File: src/rtl/video_pkg.sv
// Shared VGA timing defaults, pattern IDs and colour-bar lookup
// for the animated test pattern generator.
package video_pkg;

   localparam int VGA_VIDEO_WIDTH = 3;
   localparam int VGA_TOTAL_COLS  = 800;
   localparam int VGA_TOTAL_ROWS  = 525;
   localparam int VGA_ACTIVE_COLS = 640;
   localparam int VGA_ACTIVE_ROWS = 480;

   typedef enum logic [3:0] {
      PAT_OFF    = 4'd0,
      PAT_RED    = 4'd1,
      PAT_GRN    = 4'd2,
      PAT_BLU    = 4'd3,
      PAT_CHECK  = 4'd4,
      PAT_BARS   = 4'd5,
      PAT_BORDER = 4'd6,
      PAT_RAMP   = 4'd7,
      PAT_BOX    = 4'd8,
      PAT_SCROLL = 4'd9
   } pat_e;

   // Bar index -> {R,G,B} full-scale enables.
   function automatic logic [2:0] bar_rgb(input logic [2:0] idx);
      return {idx[2], idx[1], idx[0]};
   endfunction

endpackage

File: src/rtl/box_bouncer.sv
// One axis of the bouncing box: position/direction registers that
// step once per frame and reflect off 0 and LIMIT.
//  clk_i  pixel clock       rst_i  sync reset, active-high
//  step_i advance one step  pos_o  current position
module box_bouncer #(
   parameter int LIMIT = 608,
   parameter int STEP  = 2
) (
   input  logic       clk_i,
   input  logic       rst_i,
   input  logic       step_i,
   output logic [9:0] pos_o
);

   logic [9:0]  pos_q, pos_d;
   logic        dir_q, dir_d;
   logic [10:0] up;

   always_comb begin
      pos_d = pos_q;
      dir_d = dir_q;
      up    = {1'b0, pos_q} + 11'(STEP);
      if (step_i) begin
         if (dir_q) begin
            if (up > 11'(LIMIT)) begin
               pos_d = 10'(LIMIT);
               dir_d = 1'b0;
            end else begin
               pos_d = up[9:0];
            end
         end else begin
            if (pos_q < 10'(STEP)) begin
               pos_d = '0;
               dir_d = 1'b1;
            end else begin
               pos_d = pos_q - 10'(STEP);
            end
         end
      end
   end

   always_ff @(posedge clk_i) begin
      if (rst_i) begin
         pos_q <= '0;
         dir_q <= 1'b1;
      end else begin
         pos_q <= pos_d;
         dir_q <= dir_d;
      end
   end

   assign pos_o = pos_q;

endmodule

File: src/rtl/animated_pattern_gen.sv
// Test pattern generator with animated ramp/box/scroll patterns.
//  i_Clk, i_Rst (sync, active-high); i_Pattern latched at frame start
//  i_HSync/i_VSync in, o_HSync/o_VSync and RGB out, 2-cycle latency.
module animated_pattern_gen
   import video_pkg::*;
#(
   parameter int VIDEO_WIDTH = VGA_VIDEO_WIDTH,
   parameter int TOTAL_COLS  = VGA_TOTAL_COLS,
   parameter int TOTAL_ROWS  = VGA_TOTAL_ROWS,
   parameter int ACTIVE_COLS = VGA_ACTIVE_COLS,
   parameter int ACTIVE_ROWS = VGA_ACTIVE_ROWS,
   parameter int CHECK_LOG2  = 5,
   parameter int BOX_SIZE    = 32,
   parameter int BOX_STEP    = 2
) (
   input  logic                   i_Clk,
   input  logic                   i_Rst,
   input  logic [3:0]             i_Pattern,
   input  logic                   i_HSync,
   input  logic                   i_VSync,
   output logic                   o_HSync,
   output logic                   o_VSync,
   output logic [VIDEO_WIDTH-1:0] o_Red_Video,
   output logic [VIDEO_WIDTH-1:0] o_Grn_Video,
   output logic [VIDEO_WIDTH-1:0] o_Blu_Video
);

   localparam int BAR_W  = ACTIVE_COLS / 8;
   localparam int LEVELS = 2 ** VIDEO_WIDTH;

   logic [9:0] col_q, col_d, row_q, row_d;
   logic [9:0] off_q, off_d;
   logic [7:0] fc_q;
   pat_e       pat_q;
   logic       hs1_q, vs1_q, hs2_q, vs2_q;
   logic       fs;
   logic [9:0] box_x, box_y;

   logic [VIDEO_WIDTH-1:0] red_q, grn_q, blu_q;
   logic [VIDEO_WIDTH-1:0] red_d, grn_d, blu_d;

   assign fs = i_VSync & ~vs1_q;

   always_comb begin
      col_d = col_q + 10'd1;
      row_d = row_q;
      if (fs) begin
         col_d = '0;
         row_d = '0;
      end else if (col_q == 10'(TOTAL_COLS - 1)) begin
         col_d = '0;
         row_d = (row_q == 10'(TOTAL_ROWS - 1)) ? '0 : row_q + 10'd1;
      end
   end

   // Scroll offset tracks frame_cnt mod ACTIVE_COLS without a divider;
   // it restarts whenever the 8-bit frame count wraps.
   always_comb begin
      off_d = off_q + 10'd1;
      if (fc_q == 8'hFF || off_q == 10'(ACTIVE_COLS - 1)) off_d = '0;
   end

   box_bouncer #(.LIMIT(ACTIVE_COLS - BOX_SIZE), .STEP(BOX_STEP)) u_bx (
      .clk_i(i_Clk), .rst_i(i_Rst), .step_i(fs), .pos_o(box_x)
   );

   box_bouncer #(.LIMIT(ACTIVE_ROWS - BOX_SIZE), .STEP(BOX_STEP)) u_by (
      .clk_i(i_Clk), .rst_i(i_Rst), .step_i(fs), .pos_o(box_y)
   );

   logic [2:0]             bar, sbar, on;
   logic [VIDEO_WIDTH-1:0] lvl;
   logic [10:0]            ssum;
   logic [9:0]             scol;
   logic                   active, border, in_box, ramp_en;

   // Bar and ramp indices come from constant thresholds, not division.
   always_comb begin
      bar  = '0;
      sbar = '0;
      lvl  = '0;
      ssum = {1'b0, col_q} + {1'b0, off_q};
      if (ssum >= 11'(ACTIVE_COLS)) scol = 10'(ssum - 11'(ACTIVE_COLS));
      else scol = ssum[9:0];
      for (int k = 1; k < 8; k++) begin
         if (col_q >= 10'(k * BAR_W)) bar = 3'(k);
         if (scol >= 10'(k * BAR_W)) sbar = 3'(k);
      end
      for (int k = 1; k < LEVELS; k++) begin
         if (col_q >= 10'((k * ACTIVE_COLS + LEVELS - 1) / LEVELS))
            lvl = VIDEO_WIDTH'(k);
      end
   end

   assign active = (col_q < 10'(ACTIVE_COLS)) && (row_q < 10'(ACTIVE_ROWS));
   assign border = (row_q <= 10'd1) || (row_q >= 10'(ACTIVE_ROWS - 2))
                || (col_q <= 10'd1) || (col_q >= 10'(ACTIVE_COLS - 2));
   assign in_box = (col_q >= box_x)
                && ({1'b0, col_q} < {1'b0, box_x} + 11'(BOX_SIZE))
                && (row_q >= box_y)
                && ({1'b0, row_q} < {1'b0, box_y} + 11'(BOX_SIZE));

   always_comb begin
      on      = 3'b000;
      ramp_en = 1'b0;
      case (pat_q)
         PAT_RED:    on = 3'b100;
         PAT_GRN:    on = 3'b010;
         PAT_BLU:    on = 3'b001;
         PAT_CHECK:  on = {3{col_q[CHECK_LOG2] ^ row_q[CHECK_LOG2]}};
         PAT_BARS:   on = bar_rgb(bar);
         PAT_BORDER: on = {3{border}};
         PAT_RAMP:   ramp_en = 1'b1;
         PAT_BOX:    on = {3{in_box}};
         PAT_SCROLL: on = bar_rgb(sbar);
         default:    on = 3'b000;
      endcase
      red_d = ramp_en ? lvl : {VIDEO_WIDTH{on[2]}};
      grn_d = ramp_en ? lvl : {VIDEO_WIDTH{on[1]}};
      blu_d = ramp_en ? lvl : {VIDEO_WIDTH{on[0]}};
      if (!active) begin
         red_d = '0;
         grn_d = '0;
         blu_d = '0;
      end
   end

   always_ff @(posedge i_Clk) begin
      if (i_Rst) begin
         col_q <= '0;
         row_q <= '0;
         off_q <= '0;
         fc_q  <= '0;
         pat_q <= PAT_OFF;
         hs1_q <= 1'b0;
         vs1_q <= 1'b0;
         hs2_q <= 1'b0;
         vs2_q <= 1'b0;
         red_q <= '0;
         grn_q <= '0;
         blu_q <= '0;
      end else begin
         col_q <= col_d;
         row_q <= row_d;
         hs1_q <= i_HSync;
         vs1_q <= i_VSync;
         hs2_q <= hs1_q;
         vs2_q <= vs1_q;
         red_q <= red_d;
         grn_q <= grn_d;
         blu_q <= blu_d;
         if (fs) begin
            pat_q <= pat_e'(i_Pattern);
            fc_q  <= fc_q + 8'd1;
            off_q <= off_d;
         end
      end
   end

   assign o_HSync     = hs2_q;
   assign o_VSync     = vs2_q;
   assign o_Red_Video = red_q;
   assign o_Grn_Video = grn_q;
   assign o_Blu_Video = blu_q;

endmodule

File: config.mk
export PLATFORM = sky130hd
export DESIGN_NAME = animated_pattern_gen
export DESIGN_NICKNAME = d
export VERILOG_FILES = /design/src/rtl/video_pkg.sv /design/src/rtl/box_bouncer.sv /design/src/rtl/animated_pattern_gen.sv
export SDC_FILE = /design/constraint.sdc
export NUM_CORES = 1
export LEC_CHECK = 0
export ABC_CLOCK_PERIOD_IN_PS = 6570
export CORE_MARGIN = 3
export CORE_UTILIZATION = 55
export CTS_CLUSTER_DIAMETER = 150
export CTS_CLUSTER_SIZE = 28
export DETAILED_ROUTE_END_ITERATION = 8
export PLACE_DENSITY = 0.73
export SLEW_MARGIN = 20
export SYNTH_ARGS = -nofsm -noshare
export SYNTH_HDL_FRONTEND = slang
export SYNTH_SLANG_ARGS = --single-unit
File: constraint.sdc
create_clock -name i_Clk -period 6.57 [get_ports i_Clk]
set_input_delay 0.9855 -clock i_Clk [delete_from_list [all_inputs] [get_ports i_Clk]]
set_output_delay 0.9855 -clock i_Clk [all_outputs]
set_load 0.05 [all_outputs]
==> results.sh, run 1 <==
export IMPL_status="completed"
export IMPL_via_per_inst=6.05
export IMPL_async_flop_share=0
export IMPL_final_common_cell="nor2_1"
export IMPL_grt_max_degree=45
export IMPL_p_comb_frac=0.111
export IMPL_core_area_um2=9950
export IMPL_critPathLaunch="col_q[5]"
export IMPL_cts_tree="done"
export IMPL_start_util=0.574
export IMPL_synth_area_um2=5720
export IMPL_grtUsageTotal=0.247
export IMPL_r2r_start="col_q[5]"
export IMPL_cp_slowest_cell="dfxtp_1"
export IMPL_worst_ep_required_time_ns=6.89
export IMPL_cp_arrival_ns=4.21
export IMPL_hp_class="reg2reg"
export IMPL_cp_num_buf_inv=0
export IMPL_startpoint_type="flip-flop"
export IMPL_tns_ns=0
export IMPL_p_sw_w=0.000272
export IMPL_drv_cap=0
export IMPL_ant_nets=0
export IMPL_hold_depth=1
export IMPL_worstMarginPinSlew_ns=0.967
export IMPL_place_inst=856
export IMPL_switching_share=0.285
export IMPL_synth_area_per_cell_um2=7.78
export IMPL_cts_resized=0
export IMPL_wl_um=13800
export IMPL_ys_warnings_count=0
export IMPL_endpoint_kind="flip-flop"
export IMPL_num_vias=5278
export IMPL_grt_pass1_wl_um=23400
export IMPL_hold_buffers=0
export IMPL_firstDrtPassIters=5
export IMPL_clock_tree_buffer_depth=2
export IMPL_synth_top_cells_by_area="dfxtp_1 26%, ha_1 12%, nor2_1 5.6%"
export IMPL_crit_family="compound AO/OA/AOI/OAI gates"
export IMPL_clockPowerShare=0.391
export IMPL_grt_antenna_before_repair=0
export IMPL_power_density_nw_per_um2=155
export IMPL_layout_min_cycle_time_ns=3.89
export IMPL_criticalPathCategory="reg2reg"
export IMPL_final_cell_mix="86 x nor2_1, 75 x dfxtp_1, 56 x nand2_1, 56 x ha_1, 46 x a21oi_1"
export IMPL_min_delay_start="hs1_q"
export IMPL_fmax_mhz=257
export IMPL_clk_latency_ns=0.37
export IMPL_seqPwrFrac=0.498
export IMPL_setup_violations_final=0
export IMPL_drive_gt1_frac=0.0541
export IMPL_p_leak_nw=2.44
export IMPL_yosysSeqAreaShare=0.263
export IMPL_htreeDepth=3
export IMPL_maxSlewHeadroom=0.350
export IMPL_crit_path_max_incr_delay_ns=0.66
export IMPL_cts_root_buf="clkbuf_8"
export IMPL_yosysUniqueCellTypes=78
export IMPL_die_h_um=108
export IMPL_hold_violations=0
export IMPL_port_buffers=18
export IMPL_synth_top_cell_area_share=0.263
export IMPL_die_w_um=108
export IMPL_diodes=0
export IMPL_path_cells="ha_1 -> and3_4 -> a221oi_4 -> o21ai_0 -> xnor2_1 -> ha_1 -> o21bai_2 -> nand2_1 -> mux2_4 -> nor4_2 -> a211oi_1 -> a31oi_1 -> o21a_1"
export IMPL_syn_inst=735
export IMPL_synth_seq_cells=75
export IMPL_area_delta_synth_final_pct=7.42
export IMPL_synth_edf_count=0
export IMPL_cts_made_buffers=9
export IMPL_fin_cells=872
export IMPL_crit_cells=13
export IMPL_skew_ns=0.00995
export IMPL_p_int_w=0.000683
export IMPL_ff2ff_path_depth=13
export IMPL_cts_setup_buffers=0
export IMPL_finalCritPeriodShare=0.592
export IMPL_place_congestion=0.921
export IMPL_drc=0
export IMPL_ys_flop_type="dfxtp_1"
export IMPL_grt_pass1_vias=5094
export IMPL_ir_drop_mv=0.119
export IMPL_yosys_area_top_type="dfxtp_1"
export IMPL_synth_fp_nets=800
export IMPL_drtIter0Drc=414
export IMPL_avgRoutedWirePerCell_um=15.8
export IMPL_dieArea_um2=11700
export IMPL_critPathMaxFanout=14
export IMPL_rsz0062_at_grt="false"
export IMPL_slew_violations=0
export IMPL_path_clk_slew_ns=0.09
export IMPL_dp_hpwl_um=10000
export IMPL_grt_ovfl_total=0
export IMPL_io_pins=19
export IMPL_cts_sinks=75
export IMPL_final_net_count=799
export IMPL_cp_common_cell="ha_1"
export IMPL_rows=36
sequential cells by signal, summed over array words and instances (netlist names), 3 cells and up:
name	cells
o_Grn_Video	3
off_q	10
o_Blu_Video	3
pat_q	4
row_q	10
o_Red_Video	3
col_q	10
u_by.pos_o	9
fc_q	8
u_bx.pos_o	9
synth_stat cells, types with 3 or more instances:
master and count:
a31oi_1 11, dfxtp_1 75, a22oi_1 6, o21ai_0 35
a21oi_1 46, and4_1 4, mux2i_1 4, a21o_1 8
or3_1 6, o31ai_1 6, a2111oi_0 5, xnor2_1 25
nand2b_1 8, nor2b_1 12, a221oi_1 5, clkbuf_1 26
a211oi_1 12, nor2_1 86, a211o_1 3, and3_1 10
nor3_1 35, ha_1 56, nor4_1 6, nand3_1 26
o211ai_1 5, nand2_1 56, or2_2 4, o21a_1 11
buf_1 3, xor2_1 24, inv_1 43, nand4_1 16
metal layers:
| metal | GRT usage | routed length [um] | share of wire | vias to the layer above |
|---|---|---|---|---|
| met2 | 0.413 | 6620 | 0.48 | 113 |
| met3 | 0.0585 | 543 | 0.039 | 20 |
| met5 | 0 | 0 | 0 | - |
| met4 | 0.104 | 249 | 0.018 | 0 |
| li1 | - | - | - | 2649 |
| met1 | 0.306 | 6360 | 0.46 | 2496 |
cell type report:
class	count	area [um2]
fill	892	3810
timing repair buffer	21	203
multi-input combinational	584	3910
tap	133	166
clock inverter	6	72.6
clock buffer	10	128
inverter	43	161
sequential	75	1500
through the flow:
step / util / total power, W / instance area, um2 / setup slack, ns / hold WS (ns)
3_3_place_gp: 0.597 / 0.000588 / 5940 / 2.89 / 0.421
6_report: 0.617 / 0.000955 / 6140 / 2.68 / 0.458
5_1_grt: 0.617 / 0.000993 / 6140 / 2.44 / 0.470
4_1_cts: 0.617 / 0.000962 / 6140 / 2.74 / 0.467
2_1_floorplan: - / 0.000560 / 5720 / 3.10 / 0.414
3_5_place_dp: 0.597 / 0.000591 / 5940 / 2.77 / 0.452
power by group through the flow:
stage | clock network (W) | registers [W] | logic, W
finish | 0.000374 | 0.000475 | 0.000106
global route | 0.000398 | 0.000477 | 0.000118
CTS | 0.000381 | 0.000475 | 0.000106
detailed placement | 0 | 0.000486 | 0.000105
global placement | 0 | 0.000485 | 0.000103
floorplan | 0 | 0.000490 | 0.0000698
cell families (layout without fill, tap and decap cells):
group	Yosys count	count (layout)	share of synthesized area
compound gates	185	185	0.222
flops	75	75	0.263
fa+ha+maj	57	57	0.126
simple gates	285	285	0.243
mux	8	8	0.0175
buf+inv	76	80	0.0540
xor+xnor	49	49	0.0751
worst paths after layout:
check | to | slack (ns)
setup / recovery | o_Blu_Video[0] | 2.68
hold / removal | o_HSync | 0.46
setup reg to reg | o_Blu_Video[0] | 2.68
hold reg to reg | o_HSync | 0.46
No activity file was read; power rests on OpenSTA's default activity.
==> run 2: changes to the inputs <==
--- a/config.mk
+++ b/config.mk
@@ -5,13 +5,13 @@
 export SDC_FILE = /design/constraint.sdc
 export NUM_CORES = 1
 export LEC_CHECK = 0
-export ABC_CLOCK_PERIOD_IN_PS = 6570
+export ABC_CLOCK_PERIOD_IN_PS = 3500
 export CORE_MARGIN = 3
 export CORE_UTILIZATION = 55
 export CTS_CLUSTER_DIAMETER = 150
 export CTS_CLUSTER_SIZE = 28
 export DETAILED_ROUTE_END_ITERATION = 8
-export PLACE_DENSITY = 0.73
+export PLACE_DENSITY = 0.76
 export SLEW_MARGIN = 20
 export SYNTH_ARGS = -nofsm -noshare
 export SYNTH_HDL_FRONTEND = slang
==> constraint.sdc (replaced) <==
create_clock -name i_Clk -period 3.5 [get_ports i_Clk]
set_input_delay 0.525 -clock i_Clk [delete_from_list [all_inputs] [get_ports i_Clk]]
set_output_delay 0.525 -clock i_Clk [all_outputs]
set_load 0.05 [all_outputs]
==> run 2 against run 1 <==
Clock skew hardly changed. Via count is 4.5% higher. Fmax is 14% higher. Clock power is 79% higher. First-iteration DRC count is 23% lower. Register-to-register slack worse by 2.6 ns. Total power is 86% higher. Setup slack worse by 2.6 ns. Core utilization is 3.2 points higher. Die area stayed put. Combinational power is 100% higher.
==> results.sh, run 2 (same netlist as run 1, synthesis figures left out) <==
export IMPL_status="completed"
export IMPL_area_delta_synth_final_pct=12.9
export IMPL_slew_violations=0
export IMPL_final_util=0.649
export IMPL_worst_ep_required_time_ns=3.75
export IMPL_avgRoutedWirePerCell_um=16.1
export IMPL_grt_pass1_wl_um=23900
export IMPL_stdcell_area_um2=6460
export IMPL_start_util=0.574
export IMPL_firstDrtPassIters=5
export IMPL_total_power_w=0.00177
export IMPL_drv_cap=0
export IMPL_die_h_um=108
export IMPL_drc=0
export IMPL_rows=36
export IMPL_maxSlewHeadroom=0.384
export IMPL_grt_antenna_before_repair=0
export IMPL_final_common_cell="nor2_1"
export IMPL_cts_tree="done"
export IMPL_fillerInstances=832
export IMPL_die_w_um=108
export IMPL_final_net_count=824
export IMPL_layout_min_cycle_time_ns=3.41
export IMPL_startpoint_type="flip-flop"
export IMPL_htreeDepth=3
export IMPL_final_cell_mix="86 x nor2_1, 70 x dfxtp_1, 54 x nand2_1, 54 x ha_1"
export IMPL_hold_buffers=0
export IMPL_clock_tree_buffer_depth=2
export IMPL_grt_pass1_vias=5181
export IMPL_cp_arrival_ns=3.66
export IMPL_via_per_inst=6.16
export IMPL_diodes=0
export IMPL_p_leak_nw=2.59
export IMPL_cts_sinks=75
export IMPL_grtUsageTotal=0.253
export IMPL_hold_violations=0
export IMPL_ant_nets=0
export IMPL_core_area_um2=9950
export IMPL_fmax_mhz=293
export IMPL_clk_latency_ns=0.37
export IMPL_critPathMaxFanout=4
export IMPL_cts_root_buf="clkbuf_8"
export IMPL_place_inst=879
export IMPL_grt_max_degree=39
export IMPL_tns_ns=0
export IMPL_finalCritPeriodShare=0.974
export IMPL_power_density_nw_per_um2=275
export IMPL_setup_violations_final=0
export IMPL_place_congestion=0.979
export IMPL_skew_ns=0.0102
export IMPL_dieArea_um2=11700
export IMPL_wl_um=14500
export IMPL_largestRegisters="col_q x10, off_q x10, row_q x10"
export IMPL_num_vias=5517
export IMPL_multi_input_area_um2=4020
export IMPL_dp_hpwl_um=10700
export IMPL_worstMarginPinSlew_ns=0.917
export IMPL_fin_cells=896
export IMPL_io_pins=19
export IMPL_hp_class="reg2reg"
export IMPL_register_area_um2=1510
export IMPL_ir_drop_mv=0.237
export IMPL_drive_gt1_frac=0.114
export IMPL_cts_made_buffers=9
export IMPL_port_buffers=18
export IMPL_path_clk_slew_ns=0.08
export IMPL_grt_ovfl_total=0
export IMPL_drtIter0Drc=318
export IMPL_endpoint_kind="flip-flop"
export IMPL_criticalPathCategory="reg2reg"
export IMPL_placed_cell_area_um2=6130
==> run 2: changes by cell type in the layout (fill, tap and decap cells not counted), sizes merged <==
cell and change:
buf +25, clkbuf -1, clkinv +1, clkinvlp +1
inv -2
==> run 2: cell type report <==
type / instances / share of cell area
Timing Repair Buffer: 46 / 0.0630
Multi-Input combinational cell: 584 / 0.623
Tap cell: 133 / 0.0258
Sequential cell: 75 / 0.234
Inverter: 43 / 0.0250
Clock buffer: 9 / 0.0192
Clock inverter: 6 / 0.0105
==> run 2: stage by stage <==
step	setup slack [ns]	hold WS, ns
CTS	0.0261	0.466
global placement	0.144	0.418
detailed placement	-0.0570	0.456
floorplan	0.0284	0.414
finish	0.0909	0.462
global route	-0.0928	0.472
==> run 2: path summary, 6_finish.rpt <==
check	depth (start not counted)	slack, ns	endpoint	startpoint
min	1	0.46	o_HSync	hs1_q
max	14	0.09	o_Grn_Video[1]	col_q[1]
max reg2reg	14	0.09	o_Grn_Video[1]	col_q[1]
min reg2reg	1	0.46	o_HSync	hs1_q
==> run 2: critical path, cell delays in order, from the launching register on <==
cell      delay, ns
dfxtp_2        0.35
ha_1           0.34
a21oi_2        0.20
o22ai_2        0.14
o41ai_4        0.41
xnor2_2        0.19
inv_1          0.07
ha_1           0.24
o21bai_4       0.21
nand2_2        0.10
mux2_4         0.33
o21ba_2        0.22
o211a_1        0.13
a211oi_2       0.24
a21oi_1        0.11
==> run 2: what timing repair did <==
item | CTS | global route
pin swaps | 1 | 9
buffers inserted | 0 | 2
hold endpoints to repair | 0 | 0
endpoints found under the setup margin | 3 | 9
gates resized for setup | 2 | 26
==> run 2: power breakdown <==
part / total, W / switching, W / internal, W
clock network: 0.000669 / 0.000343 / 0.000326
logic: 0.000216 / 0.000132 / 0.0000844
registers: 0.000890 / 0.0000188 / 0.000871
==> run 2: per-layer routing <==
metal  vias to the layer above  global-route usage  routed length, um  part of all wire
met2                       178               0.430               7050              0.49
li1                       2705                   -                  -                 -
met1                      2606               0.308               6340              0.44
met5                         -                   0                  0                 0
met4                         0              0.0893                307             0.021
met3                        28              0.0663                766             0.053
